### config.mk
export PLATFORM = sky130hd
export DESIGN_NAME = mem_dma_engine
export DESIGN_NICKNAME = d
export VERILOG_FILES = /design/src/rtl/mem_dma_engine_pkg.sv /design/src/rtl/mem_dma_engine.sv
export SDC_FILE = /design/constraint.sdc
export NUM_CORES = 1
export LEC_CHECK = 0
export ABC_AREA = 1
export CAP_MARGIN = 20
export CORE_ASPECT_RATIO = 1.25
export CORE_MARGIN = 10
export CORE_UTILIZATION = 50
export CTS_CLUSTER_SIZE = 20
export DETAILED_ROUTE_END_ITERATION = 7
export PLACE_DENSITY = 0.8
export RECOVER_POWER = 100
export SYNTH_ARGS = -nofsm -noshare
export SYNTH_HDL_FRONTEND = slang
export SYNTH_SLANG_ARGS = --single-unit
### constraint.sdc
create_clock -name clk -period 2 [get_ports clk]
set_input_delay 0.4 -clock clk [delete_from_list [all_inputs] [get_ports clk]]
set_output_delay 0.4 -clock clk [all_outputs]
set_load 0.005 [all_outputs]
### src/rtl/mem_dma_engine_pkg.sv
// Shared SoC definitions for the memory DMA engine: default widths, FSM states
// and the address-region tags carried in the top address bits.
package mem_dma_engine_pkg;

    localparam int DMA_ADDR_W = 19;
    localparam int DMA_DATA_W = 19;
    localparam int DMA_LEN_W  = 11;

    // Region tags live in address bits [18:16]; the engine does not police them.
    localparam logic [2:0] REGION_FFT    = 3'b111;
    localparam logic [2:0] REGION_CRYPTO = 3'b110;

    typedef enum logic [1:0] {
        ST_IDLE = 2'd0,
        ST_RD   = 2'd1,
        ST_WR   = 2'd2,
        ST_DONE = 2'd3
    } dma_state_e;

endpackage

### src/rtl/mem_dma_engine.sv
// Single-channel memory DMA: word-by-word copy (read then write) or constant fill,
// with abort and a one-cycle done pulse. Memory-side outputs decode only from registers.
module mem_dma_engine
    import mem_dma_engine_pkg::*;
#(
    parameter int ADDR_W = DMA_ADDR_W,
    parameter int DATA_W = DMA_DATA_W,
    parameter int LEN_W  = DMA_LEN_W
) (
    input  logic              clk,
    input  logic              rst_n,
    input  logic              start,
    input  logic              mode,
    input  logic [ADDR_W-1:0] src_addr,
    input  logic [ADDR_W-1:0] dst_addr,
    input  logic [LEN_W-1:0]  length,
    input  logic [DATA_W-1:0] fill_data,
    input  logic              abort,
    output logic              mem_read,
    output logic              mem_write,
    output logic [ADDR_W-1:0] addr,
    output logic [DATA_W-1:0] write_data,
    input  logic [DATA_W-1:0] read_data,
    output logic              busy,
    output logic              done,
    output logic [LEN_W-1:0]  words_done
);

    dma_state_e        state_q, state_d;
    logic [ADDR_W-1:0] src_q, src_d;
    logic [ADDR_W-1:0] dst_q, dst_d;
    logic [LEN_W-1:0]  rem_q, rem_d;
    logic [LEN_W-1:0]  words_q, words_d;
    logic [DATA_W-1:0] data_q, data_d;
    logic [DATA_W-1:0] fill_q, fill_d;
    logic              mode_q, mode_d;

    always_ff @(posedge clk or negedge rst_n) begin
        if (!rst_n) begin
            state_q <= ST_IDLE;
            src_q   <= '0;
            dst_q   <= '0;
            rem_q   <= '0;
            words_q <= '0;
            data_q  <= '0;
            fill_q  <= '0;
            mode_q  <= 1'b0;
        end else begin
            state_q <= state_d;
            src_q   <= src_d;
            dst_q   <= dst_d;
            rem_q   <= rem_d;
            words_q <= words_d;
            data_q  <= data_d;
            fill_q  <= fill_d;
            mode_q  <= mode_d;
        end
    end

    always_comb begin
        state_d = state_q;
        src_d   = src_q;
        dst_d   = dst_q;
        rem_d   = rem_q;
        words_d = words_q;
        data_d  = data_q;
        fill_d  = fill_q;
        mode_d  = mode_q;
        case (state_q)
            ST_IDLE: begin
                if (start) begin
                    src_d   = src_addr;
                    dst_d   = dst_addr;
                    rem_d   = length;
                    mode_d  = mode;
                    fill_d  = fill_data;
                    words_d = '0;
                    if (length == '0)
                        state_d = ST_DONE;
                    else
                        state_d = mode ? ST_WR : ST_RD;
                end
            end
            ST_RD: begin
                data_d  = read_data;
                state_d = abort ? ST_IDLE : ST_WR;
            end
            ST_WR: begin
                // The write strobed this cycle lands even on abort, so the
                // bookkeeping advances unconditionally.
                src_d   = src_q + 1'b1;
                dst_d   = dst_q + 1'b1;
                words_d = words_q + 1'b1;
                rem_d   = rem_q - 1'b1;
                if (abort)
                    state_d = ST_IDLE;
                else if (rem_q == LEN_W'(1))
                    state_d = ST_DONE;
                else
                    state_d = mode_q ? ST_WR : ST_RD;
            end
            ST_DONE: state_d = ST_IDLE;
            default: state_d = ST_IDLE;
        endcase
    end

    always_comb begin
        mem_read   = (state_q == ST_RD);
        mem_write  = (state_q == ST_WR);
        busy       = mem_read || mem_write;
        done       = (state_q == ST_DONE);
        addr       = '0;
        write_data = '0;
        if (mem_read)
            addr = src_q;
        if (mem_write) begin
            addr       = dst_q;
            write_data = mode_q ? fill_q : data_q;
        end
    end

    assign words_done = words_q;

endmodule

**Yosys cells after proc, flatten, opt, wreduce, memory -nomap -nowiden**

Cells that the tools add are included.

- Register bits after elaboration: 101
- Output and inout port bits: 53

- $add $sub $neg: 4
- Equality and inequality tests: 5
- Multiplexer cells: 20
- Reductions and logical operators: 6

Operators with widths:

| cell | count |
|---|---|
| $mux 19 | 6 |
| $pmux 19 s2 | 2 |
| $pmux 11 s2 | 2 |
| $add 19x1->19 const B | 2 |
| $mux 11 | 2 |
| $mux 2 | 7 |
| $add 11x1->11 const B | 1 |
| $eq 11x1->1 const B | 1 |
| $logic_not 11->1 | 1 |
| $sub 11x1->11 const B | 1 |
| $pmux 2 s4 | 1 |
| $eq 2x2->1 const B | 2 |
| $reduce_and 2->1 | 2 |
| $eq 2x1->1 const B | 1 |
| $logic_not 2->1 | 1 |
| $ne 2x2->1 const B | 1 |
| $reduce_bool 2->1 | 1 |
| $logic_or 1x1->1 | 1 |

**Depth between registers and ports, before layout**

- Word-level depth: 4
- Gate-level depth with buffers: 12
- Depth with buffers taken out: 11

**Worst setup path before layout**

Ideal clock, no wire load.

- Kind: register -> output
- Start: register state_q[0]
- End: output write_data[15]
- Arrival: 1.421 ns
- Setup slack: 0.179 ns
- Stages on the path, launching flop included: 8
- Path buffers: 3
- Cells stage by stage: dfrtp_1 -> inv_1 -> ha_1 -> buf_4 -> buf_4 -> buf_2 -> o21ai_0 -> a21oi_1

- Cells in the longest elaborated chain, start to end: 2

Ends and longest elaborated chain:

| item | RTL line | text |
|---|---|---|
| start: declaration | mem_dma_engine.sv:29 | `dma_state_e state_q, state_d;` |
| start signal: assignment | mem_dma_engine.sv:49 | `state_q <= state_d;` |
| $eq 2x2->1 | mem_dma_engine.sv:109 | `mem_write = (state_q == ST_WR);` |
| net mem_write | mem_dma_engine.sv:20 | `output logic mem_write,` |
| $mux 19 | mem_dma_engine.sv:116 | `if (mem_write) begin` |
| end: declaration | mem_dma_engine.sv:22 | `output logic [DATA_W-1:0] write_data,` |

The timed path passes the listed nets, and every way through them passes these cells.

**Worst setup path in the final report**

- Start: register state_q[1]
- End: output addr[10]

- Cells in the longest elaborated chain, start to end: 3

Ends and longest elaborated chain:

| item | RTL line | text |
|---|---|---|
| $eq 2x1->1 | mem_dma_engine.sv:108 | `mem_read = (state_q == ST_RD);` |
| $mux 19 | mem_dma_engine.sv:114 | `if (mem_read)` |
| $mux 19 (*) | mem_dma_engine.sv:116 |  |
| end: declaration | mem_dma_engine.sv:21 | `output logic [ADDR_W-1:0] addr,` |

Every way passes the cells marked *; elsewhere a longest branch is shown, timed or not.

==> results.sh <==
export IMPL_ctsHtreeMaxLevel=3
export IMPL_combPwrFrac_pct=56.0
export IMPL_maxCapViolations=0
export IMPL_async_flop_share_pct=100
export IMPL_grt_antenna_before_repair=0
export IMPL_pwr_density_cell_mw_per_mm2=1490
export IMPL_cts_tree="yes"
export IMPL_sw_frac_of_total_pct=44.0
export IMPL_drtIter0Drc=443
export IMPL_setup_ws_ps=-116
export IMPL_avgSynthCellArea_um2=6.86
export IMPL_yosys_top_cells_count="nand2_1, o21ai_0, dfrtp_1, inv_1, nor2_1"
export IMPL_diodes=0
export IMPL_hold_viol=0
export IMPL_drive_above_1_share_pct=15.6
export IMPL_dpl_worst_slack_ps=-91.2
export IMPL_synth_warnings=0
export IMPL_ant_nets=0
export IMPL_clkPwrFrac_pct=15.1
export IMPL_grtUsageTotal_pct=23.1
export IMPL_cpMaxStageDelayCell="dfrtp_1"
export IMPL_synth_top_area_share_pct=41.1
export IMPL_synth_edff_count=0
export IMPL_vias=6610
export IMPL_grt_overflow=0
export IMPL_place_hpwl_um=14400
export IMPL_rsz0062_at_grt="yes"
export IMPL_p_seq_share_pct=28.9
export IMPL_required_ps=1600
export IMPL_vdd_ir_drop_max_uv=924
export IMPL_fin_skew_ps=8.57
export IMPL_violations="setup timing"
export IMPL_clkLatencyLatePin_ps=350
export IMPL_drc=0
export IMPL_ios=145
export IMPL_setup_viol=19
export IMPL_status="finished, violations left"
export IMPL_syn_inst=895
export IMPL_grt_pass1_wl_um=32100
export IMPL_path_clk_slew_ps=70
export IMPL_area_growth_pct=41.0
export IMPL_hp_class="flop to flop"
export IMPL_relSlewSlack_pct=50.3
export IMPL_finalCriticalPeriod_ps=2120
export IMPL_root_buffer="clkbuf_16"
export IMPL_drt_total_wl_um=20500
export IMPL_cts_sinks=101
export IMPL_postPlaceCellArea_mm2=0.00805
export IMPL_slowest_delay_ps=420
export IMPL_cp_top_family="buffers and inverters"
export IMPL_cts_buffers=9
export IMPL_final_period_utilization_pct=106
export IMPL_synth_area_leader_cell="dfrtp_1"
export IMPL_dr_pass1_iters=7
export IMPL_p_int_uw=7230
export IMPL_cp_end_kind="primary output"
export IMPL_rows=45
export IMPL_initial_utilization_pct=50.7
export IMPL_fp_coreArea_mm2=0.0121
export IMPL_fillCellCount=952
export IMPL_leakage_uw=0.00414
export IMPL_p_total_uw=12900
export IMPL_max_freq_mhz=473
export IMPL_synth_area_leaders="dfrtp_1, nand2_1, o21ai_0"
export IMPL_crit_top_cell="buf_6"
export IMPL_final_nets=1181
export IMPL_grt_start_max_net_pins=50
export IMPL_grt_pass1_vias=6435
export IMPL_crit_path_start_kind="flop"
export IMPL_io_buffers=144
export IMPL_cts_max_path_buffers=2
export IMPL_ys_types=33
export IMPL_critPathBufInv=5
export IMPL_cp_max_fo=8
export IMPL_crit_type="flop to primary output"
export IMPL_wire_per_inst_um=16.4
export IMPL_ys_seq_area_share_pct=41.1
export IMPL_yosysMostFrequentCell="nand2_1"
export IMPL_synth_seq_cells=101
export IMPL_critPathArrivalTime_ps=1720
export IMPL_syn_area_mm2=0.00614
export IMPL_synth_fp_nets=996
export IMPL_die_area_mm2=0.0171
export IMPL_slew_viol_final=0
export IMPL_design_area_mm2=0.00866
export IMPL_die_height_um=144
export IMPL_fp_dieW_um=119
export IMPL_synthFlopType="dfrtp_1"
export IMPL_p_switching_uw=5690
export IMPL_crit_path_cell_trace="ha_4 -> buf_6 -> inv_4 -> nand2_4 -> buf_16 -> buf_6 -> o21ai_1 -> buf_2"
export IMPL_worst_pin_slew_ps=746
export IMPL_place_gp_congestion=0.974
export IMPL_routed_via_density=5.29
registers in the layout, summed over array words and instances, names as in the netlist:
name        count
words_done     11
fill_q         19
data_q         19
mode_q          1
dst_q          19
state_q         2
rem_q          11
src_q          19
layer usage:
metal  track usage [%]  share of wire, %  wire length (µm)
met1              26.6                40              8110
met2              39.0                49             10100
met3              7.18               7.7              1570
met4              9.47               3.3               686
met5                 0                 0                 0
layout make-up:
cell class                 count  area, µm²  area share [%]
inverter                     100        380            4.39
clock inverter                 6       92.6            1.07
multi-input combinational    654       3180            36.7
tap                          164        205            2.37
sequential                   101       2530            29.2
timing repair buffer         214       2040            23.6
clock buffer                  10        239            2.76
tightest hold or removal path, stage by stage, from the launching register on:
cell     delay, ps
dfrtp_1        340
nand2_1         50
nand2_1         50
kinds of logic (layout without fill, tap and decap cells):
group	Yosys count	count (layout)	share of synthesized area [%]
adder cells (fa/ha/maj)	9	9	1.83
buffers and inverters	140	330	9.37
XOR/XNOR	4	4	0.570
AO/OA/AOI/OAI	180	180	15.7
flip-flops	101	101	41.1
AND/OR/NAND/NOR	461	461	31.4
path summary, 6_finish.rpt:
kind / from / to / cells past startpoint / slack [ps]
worst max-delay path: state_q[1]$_DFFE_PN0P_ / addr[10] / 8 / -120
worst min-delay path: fill_q[6]$_DFFE_PN0P_ / fill_q[6]$_DFFE_PN0P_ / 2 / 480
worst max register to register: state_q[0]$_DFFE_PN0P_ / words_done[8]$_DFFE_PN0P_ / 14 / 90
worst min register to register: fill_q[6]$_DFFE_PN0P_ / fill_q[6]$_DFFE_PN0P_ / 2 / 480
max in group asynchronous: rst_n / fill_q[3]$_DFFE_PN0P_ / 3 / 220
min in group asynchronous: rst_n / src_q[11]$_DFFE_PN0P_ / 2 / 640
what timing repair did:
| item | 4_1_cts | 5_1_grt |
|---|---|---|
| endpoints found under the hold margin | 24 | 0 |
| pin swaps | 4 | 7 |
| resized for setup | 198 | 30 |
| hold buffers | 1 | 0 |
| endpoints found under the setup margin | 41 | 54 |
| buffers inserted | 10 | 7 |
| cloned | 3 | 4 |
per-stage QoR:
| step | instances | utilization (%) | TNS (ps) | hold slack, ps |
|---|---|---|---|---|
| after floorplan | 895 | - | 0 | 104 |
| after global placement | 1208 | 66.5 | -204 | 361 |
| after detailed placement | 1208 | 66.5 | -680 | 362 |
| after CTS | 1238 | 70.0 | -802 | 479 |
| after global routing | 1249 | 71.6 | -3480 | 499 |
| final | 1249 | 71.6 | -887 | 476 |
placed cells by master (no fill, tap or decap), types with 5 or more instances in the layout:
master / count
nor3_1: 10
nand3_1: 48
o21ai_2: 10
nand2_2: 7
nand2_1: 278
inv_1: 95
dfrtp_1: 101
o21ai_0: 84
buf_2: 35
ha_1: 6
nand4_1: 19
clkdlybuf4s50_1: 101
clkbuf_16: 13
buf_4: 41
clkbuf_2: 5
a21oi_1: 30
buf_12: 7
o22ai_1: 7
buf_6: 9
nor2_1: 81
o21ai_1: 21
o211ai_1: 6
power groups by stage:
stage	clock network [µW]	logic [µW]	registers (µW)
2_1_floorplan	0	3750	3510
3_3_place_gp	0	6270	3690
3_5_place_dp	0	6360	3710
4_1_cts	1990	6690	3690
5_1_grt	2060	8030	3830
6_report	1950	7240	3740
Note: power is estimated with default switching activity, not from simulation.
